$ cat src/rtl/instr_encoder.sv
// Purpose: packs MIPS instruction classes and fields into 32-bit words and writes them to consecutive imem addresses.
// Latency: one cycle from accepted transfer to mem_we/mem_addr/mem_wdata; one word per cycle sustained.
// Backpressure: in_ready drops on start, or once written plus pending words reach DEPTH; it recovers on start or reset.
module instr_encoder #(
    parameter int DEPTH  = 64,
    parameter int ADDR_W = 6
) (
    input  logic              clk,
    input  logic              rst_n,
    input  logic              start,
    input  logic              in_valid,
    output logic              in_ready,
    input  logic [4:0]        op_sel,
    input  logic [4:0]        rs,
    input  logic [4:0]        rt,
    input  logic [4:0]        rd,
    input  logic [4:0]        shamt,
    input  logic [5:0]        funct,
    input  logic [15:0]       imm,
    input  logic [25:0]       target,
    output logic              mem_we,
    output logic [ADDR_W-1:0] mem_addr,
    output logic [31:0]       mem_wdata,
    output logic [ADDR_W:0]   count,
    output logic              full,
    output logic              bad_op
);

    // Instruction class codes on op_sel
    localparam logic [4:0] OP_RTYPE = 5'd0;
    localparam logic [4:0] OP_LW    = 5'd1;
    localparam logic [4:0] OP_SW    = 5'd2;
    localparam logic [4:0] OP_BEQ   = 5'd3;
    localparam logic [4:0] OP_BNE   = 5'd4;
    localparam logic [4:0] OP_ADDI  = 5'd5;
    localparam logic [4:0] OP_ANDI  = 5'd6;
    localparam logic [4:0] OP_ORI   = 5'd7;
    localparam logic [4:0] OP_SLTI  = 5'd8;
    localparam logic [4:0] OP_J     = 5'd9;
    localparam logic [4:0] OP_JAL   = 5'd10;
    localparam logic [4:0] OP_LUI   = 5'd11;
    localparam logic [4:0] OP_LB    = 5'd12;
    localparam logic [4:0] OP_LH    = 5'd13;
    localparam logic [4:0] OP_SB    = 5'd14;
    localparam logic [4:0] OP_SH    = 5'd15;
    localparam logic [4:0] OP_BGEZ  = 5'd16;

    // Word layout families
    typedef enum logic [1:0] {
        FMT_R = 2'd0,
        FMT_I = 2'd1,
        FMT_J = 2'd2
    } fmt_t;

    localparam logic [ADDR_W:0] L_DEPTH = (ADDR_W+1)'(DEPTH);

    logic [5:0]        w_opcode;
    fmt_t              w_fmt;
    logic              w_supported;
    logic [4:0]        w_rs_eff;
    logic [4:0]        w_rt_eff;
    logic [31:0]       w_word;
    logic [ADDR_W:0]   w_committed;
    logic [ADDR_W:0]   w_count_nxt;
    logic              w_xfer;

    logic              r_we;
    logic [31:0]       r_wdata;
    logic [ADDR_W-1:0] r_addr;
    logic [ADDR_W:0]   r_count;
    logic              r_full;
    logic              r_bad;

    // Map instruction class to opcode and word format; flag unsupported classes
    always_comb begin
        w_opcode    = 6'b000000;
        w_fmt       = FMT_I;
        w_supported = 1'b1;
        case (op_sel)
            OP_RTYPE: begin w_opcode = 6'b000000; w_fmt = FMT_R; end
            OP_LW:    w_opcode = 6'b100011;
            OP_SW:    w_opcode = 6'b101011;
            OP_BEQ:   w_opcode = 6'b000100;
            OP_BNE:   w_opcode = 6'b000101;
            OP_ADDI:  w_opcode = 6'b001000;
            OP_ANDI:  w_opcode = 6'b001100;
            OP_ORI:   w_opcode = 6'b001101;
            OP_SLTI:  w_opcode = 6'b001010;
            OP_J:     begin w_opcode = 6'b000010; w_fmt = FMT_J; end
            OP_JAL:   begin w_opcode = 6'b000011; w_fmt = FMT_J; end
            OP_LUI:   w_opcode = 6'b001111;
            OP_LB:    w_opcode = 6'b100000;
            OP_LH:    w_opcode = 6'b100001;
            OP_SB:    w_opcode = 6'b101000;
            OP_SH:    w_opcode = 6'b101001;
            OP_BGEZ:  w_opcode = 6'b000001;
            default:  w_supported = 1'b0;
        endcase
    end

    // lui has no source register and bgez carries its sub-opcode in the rt slot
    assign w_rs_eff = (op_sel == OP_LUI)  ? 5'd0 : rs;
    assign w_rt_eff = (op_sel == OP_BGEZ) ? 5'd1 : rt;

    // Assemble the 32-bit instruction word for the selected format
    always_comb begin
        w_word = 32'h0000_0000;
        case (w_fmt)
            FMT_R:   w_word = {6'b000000, rs, rt, rd, shamt, funct};
            FMT_J:   w_word = {w_opcode, target};
            default: w_word = {w_opcode, w_rs_eff, w_rt_eff, imm};
        endcase
    end

    // A write in flight already owns a slot, so it is counted before accepting more
    assign w_committed = r_count + {{ADDR_W{1'b0}}, r_we};
    assign w_count_nxt = r_count + {{ADDR_W{1'b0}}, 1'b1};
    assign in_ready    = !start && (w_committed < L_DEPTH);
    assign w_xfer      = in_valid && in_ready;

    // Write-port stage: one-cycle strobe per accepted supported word; data held between writes
    always_ff @(posedge clk or negedge rst_n) begin
        if (!rst_n) begin
            r_we    <= 1'b0;
            r_wdata <= 32'h0000_0000;
        end else begin
            r_we <= 1'b0;
            if (w_xfer && w_supported) begin
                r_we    <= 1'b1;
                r_wdata <= w_word;
            end
        end
    end

    // Address, fill count, full and sticky bad-op tracking; start clears after any in-flight write lands
    always_ff @(posedge clk or negedge rst_n) begin
        if (!rst_n) begin
            r_addr  <= '0;
            r_count <= '0;
            r_full  <= 1'b0;
            r_bad   <= 1'b0;
        end else if (start) begin
            r_addr  <= '0;
            r_count <= '0;
            r_full  <= 1'b0;
            r_bad   <= 1'b0;
        end else begin
            if (r_we) begin
                r_addr  <= r_addr + 1'b1;
                r_count <= w_count_nxt;
                r_full  <= (w_count_nxt == L_DEPTH);
            end
            if (w_xfer && !w_supported) begin
                r_bad <= 1'b1;
            end
        end
    end

    assign mem_we    = r_we;
    assign mem_addr  = r_addr;
    assign mem_wdata = r_wdata;
    assign count     = r_count;
    assign full      = r_full;
    assign bad_op    = r_bad;

endmodule

$ cat config.mk
export PLATFORM = sky130hd
export DESIGN_NAME = instr_encoder
export DESIGN_NICKNAME = d
export VERILOG_FILES = /design/src/rtl/instr_encoder.sv
export SDC_FILE = /design/constraint.sdc
export NUM_CORES = 1
export LEC_CHECK = 0
export CAP_MARGIN = 10
export CORE_MARGIN = 2
export CORE_UTILIZATION = 43
export CTS_CLUSTER_DIAMETER = 60
export DETAILED_ROUTE_END_ITERATION = 12
export PLACE_DENSITY = 0.82
export REMOVE_ABC_BUFFERS = 1
export SLEW_MARGIN = 10
export SYNTH_ARGS = -nofsm -noshare
export SYNTH_HDL_FRONTEND = slang
export SYNTH_SLANG_ARGS = --single-unit
$ cat constraint.sdc
create_clock -name clk -period 2.16 [get_ports clk]
set_input_delay 0.432 -clock clk [delete_from_list [all_inputs] [get_ports clk]]
set_output_delay 0.432 -clock clk [all_outputs]
set_load 0.005 [all_outputs]
==> Yosys cells after proc, flatten, opt, wreduce, memory -nomap -nowiden <==
Cells that the tools add are included.
{ "word_totals": {"input_bits": 77, "out_inout_bits": 49, "elab_cells": 55, "regBits": 48} }
{ "op_classes": {"muxes": 15, "reduce_logical": 12, "order_cmp": 1, "n_eq_ne": 18, "add_sub_neg": 3} }
{ "ops": {"columns": ["op", "count"], "rows": [
  ["$pmux W6 S16", 1],
  ["$pmux W32 S2", 1],
  ["$eq A5 B4 Y1 const B", 8],
  ["$eq A5 B3 Y1 const B", 4],
  ["$reduce_or A17 Y1", 1],
  ["$mux W7", 2],
  ["$mux W6", 2],
  ["$eq A5 B2 Y1 const B", 2],
  ["$mux W5", 2],
  ["$add A7 B1 Y7", 1],
  ["$add A7 B1 Y7 const B", 1],
  ["$eq A7 B7 Y1 const B", 1],
  ["$lt A7 B7 Y1 const B", 1],
  ["$add A6 B1 Y6 const B", 1],
  ["$mux W1", 6],
  ["$eq A5 B1 Y1 const B", 1],
  ["$eq A5 B5 Y1 const B", 1],
  ["$logic_not A5 Y1", 1],
  ["$logic_and A1 B1 Y1", 4],
  ["$pmux W2 S2", 1],
  ["$reduce_bool A2 Y1", 2],
  ["$eq A2 B2 Y1 const B", 1],
  ["$logic_not A1 Y1", 2],
  ["$logic_not A2 Y1", 1],
  ["$reduce_or A2 Y1", 1]
]} }

==> Longest topological paths before layout <==
{ "logic_depth": {"ltp_word": 7, "ltp_mapped": 7, "depth_no_buf": 5} }

==> Worst setup path after synthesis <==
No wires, ideal clock.
{ "synth_path": {"path_kind": "input-to-reg", "from": "input port op_sel[2]", "to": "register r_wdata[10], in the netlist mem_wdata[10]", "n_path_buf": 3, "setup_time_ns": 0.125, "required_ns": 2.035, "arrival_ns": 1.828, "setup_slack_ns": 0.207, "path_stages": 7, "cell_sequence": "buf_2 -> o41a_1 -> nor2_1 -> and3_1 -> buf_6 -> buf_12 -> mux2_4"} }
{ "synth_via": {"elab_chain_cells": 5, "word_cells_on_any_way": 25, "classes_between": "eq/ne (17); mux (3); reduce/logical (5)"} }
{ "synth_lines": {"columns": ["element", "line_no", "rtl"], "rows": [
  ["start, declared", "13", "input logic [4:0] op_sel,"],
  ["$eq A5 B4 Y1", "79", "case (op_sel)"],
  ["$reduce_or A2 Y1 (no source line)", null, null],
  ["$pmux W2 S2", "79", null],
  ["$eq A2 B2 Y1 or $logic_not A2 Y1 (tied branches)", "108", "case (w_fmt)"],
  ["$pmux W32 S2", "108", null],
  ["end signal, assigned", "130", "r_wdata <= w_word;"],
  ["end, declared", "68", "logic [31:0] r_wdata;"]
]} }
Several ways; a longest one is shown, not always the timed one.
A chain may end at the register's enable or synchronous reset.

==> Final worst setup path <==
{ "layout_path": {"from": "input port op_sel[1]", "to": "register r_wdata[4], in the netlist mem_wdata[4]"} }
The elaborated chain is that of the path after synthesis.

==> results_dict.tcl <==
set metrics [dict create \
    synth_area_leaders "dfrtp_1, mux2_4, nand3_1, o311ai_0, a22o_1" \
    rows 29 \
    worstPathCellList "clkdlybuf4s50_1 > buf_4 > nor2b_1 > nor4b_4 > buf_12 > o311ai_0 > mux2_4" \
    synth_top_area_cell "dfrtp_1" \
    async_reset_ff_share_pct 100 \
    startpoint_type "primary input" \
    finalWeightedCongestion 0.761 \
    cp.required_ns 2.39 \
    drv_cap 0 \
    synthCells 273 \
    cts_setup_buffers 0 \
    status "completed" \
    drive_above_1_share_pct 19.3 \
    ir_drop_mv 0.454 \
    synth_edf_count 0 \
    hpwlAfterDp_um 6320 \
    grtUsageTotal_pct 22.3 \
    ios 126 \
    slew_headroom_pct 60.8 \
    grt_start_max_net_pins 26 \
    reg2regPathDepth 5 \
    setup_tns_ns 0 \
    crit_type "in -> reg" \
    ant_nets 0 \
    diodes 0 \
    rsz0062_at_grt "no" \
    cts_max_level 2 \
    tightest_slew_ns 0.589 \
    area_growth_pct 56.9 \
    clkLatencyLatePin_ns 0.29 \
    cts-root-buf "clkbuf_8" \
    clock.fmax_mhz 475 \
    fin_crit_ns 2.11 \
    layout_commonest_cell "clkdlybuf4s50_1" \
    cts_sinks 47 \
    crit_path_end_kind "flip-flop" \
    cts_max_path_buffers 2 \
    critPathMaxFanout 16 \
    finalSetupViolations 0 \
    first_iter_violations 68 \
    critical_path.slowest_cell "clkdlybuf4s50_1" \
    path_clk_slew_ns 0.09 \
    vias_per_cell 5.38 \
    totalWireLength_um 8170 \
    hold_viol 0 \
    finalNetCount 499 \
    synth_area_um2 2870 \
    pwr_density_cell_nw_per_um2 557 \
    crit_buf_inv 3 \
    wl_per_cell_um 16.4 \
    netlist.area_leader.share_pct 41.0 \
    crit_family "buffers and inverters" \
    leakage_uw 0.00194 \
    holdBufCountCts 0 \
    die_h_um 85.6 \
    cts_buffers 5 \
    ys_seq_area_share_pct 41.0 \
    placed_area_um2 4400 \
    core_area_um2 6390 \
    total_power_uw 2500 \
    cp.depth 7 \
    synth_cell_types 47 \
    cts_resized 2 \
    cpPeakStageDelay_ns 0.58 \
    drt_first_pass_iters 4 \
    portBuffers 124 \
    ys_ff_latch 47 \
    grt_pass1_wl_um 13100 \
    finalMaxSlewViolations 0 \
    clock_skew_ns 0.00826 \
    vias 2673 \
    design_area_um2 4490 \
    post_synth.cell_area_avg_um2 10.5 \
    layout_common_cells "clkdlybuf4s50_1, dfrtp_1, nand3_1, buf_4, mux2_4" \
    initial_core_util_pct 44.9 \
    antenna_found_initial 0 \
    drc_errors 0 \
    grt_pass1_vias 2803 \
    cts_tree "built" \
    ys_warn_count 0 \
    hp-class "in -> async" \
    die_area_um2 7330 \
    grt.overflow.total 0 \
    period_share_pct 97.5 \
    fp.dieW_um 85.6 \
    arrival_ns 2.33 \
    ys.flop_type "dfrtp_1" \
]
state kept, by name, indices dropped and copies added, names as in the netlist:
name,cells
mem_wdata,31
count,7
mem_addr,6
bad_op,1
full,1
mem_we,1
worst register-to-register path, cell delays in order (launching register included):
cell and delay (ns):
dfrtp_1 0.42, nand4_4 0.14, or3_4 0.39, and3_2 0.25
buf_12 0.18, mux2_4 0.31
through the flow:
step / hold slack, ns / cells / utilization (%) / setup slack, ns
3_3_place_gp: 0.455 / 489 / 68.8 / -0.157
6_report: 0.133 / 497 / 70.4 / 0.0549
4_1_cts: 0.147 / 497 / 70.4 / 0.0712
2_1_floorplan: 0.136 / 252 / - / -0.629
3_5_place_dp: 0.463 / 489 / 68.8 / -0.209
5_1_grt: 0.165 / 497 / 70.4 / 0.00784
synthesized netlist by cell type, types with 4 or more instances:
master    count
a22o_1        9
xor2_1        7
nor2b_1       4
nor2_1       18
buf_2         7
clkbuf_1      7
nand3_1      33
inv_1        21
dfrtp_1      47
nand2b_1      4
o311ai_0     16
a21oi_1       6
o21ai_0       8
nand2_1      10
mux2_4       27
report_power, final:
group	internal, uW	leakage, uW	switching (uW)
sequential	1010	0.000595	81.0
clock	292	0.0000515	275
combinational	583	0.00129	263
layout make-up:
class	count	area, um2
fillers	481	1890
flip-flops and latches	47	1180
inverters	21	78.8
clock buffers	8	100
well taps	77	96.3
repair buffers	160	1580
multi-input cells	184	1460
path summary, 6_finish.rpt:
| check | from | end | slack (ns) |
|---|---|---|---|
| min in group clk | mem_wdata[1] | mem_wdata[1] | 0.51 |
| max in group asynchronous | rst_n | mem_wdata[28] | 1.49 |
| max reg2reg | mem_we | mem_wdata[15] | 0.36 |
| min reg2reg | mem_wdata[1] | mem_wdata[1] | 0.51 |
| min | rst_n | mem_addr[1] | 0.13 |
| max | op_sel[1] | mem_wdata[4] | 0.05 |
routing by layer:
metal / part of all wire (%) / vias up / global-route usage (%) / routed length [um]
li1: - / 1271 / - / -
met1: 41 / 1282 / 27.2 / 3380
met2: 49 / 100 / 38.8 / 4000
met3: 7.3 / 20 / 5.29 / 593
met4: 2.5 / 0 / 7.36 / 203
met5: 0 / - / 0 / 0
cell families after synthesis:
family,synth area share (%)
and+or+nand+nor,16.9
AOI/OAI and AO/OA,13.6
DFF,41.0
buffers and inverters,7.95
muxes,16.0
xor gates and xnor gates,3.06
adders and majority gates,1.31
other,0.131
Power figures use the tool's default switching activity.
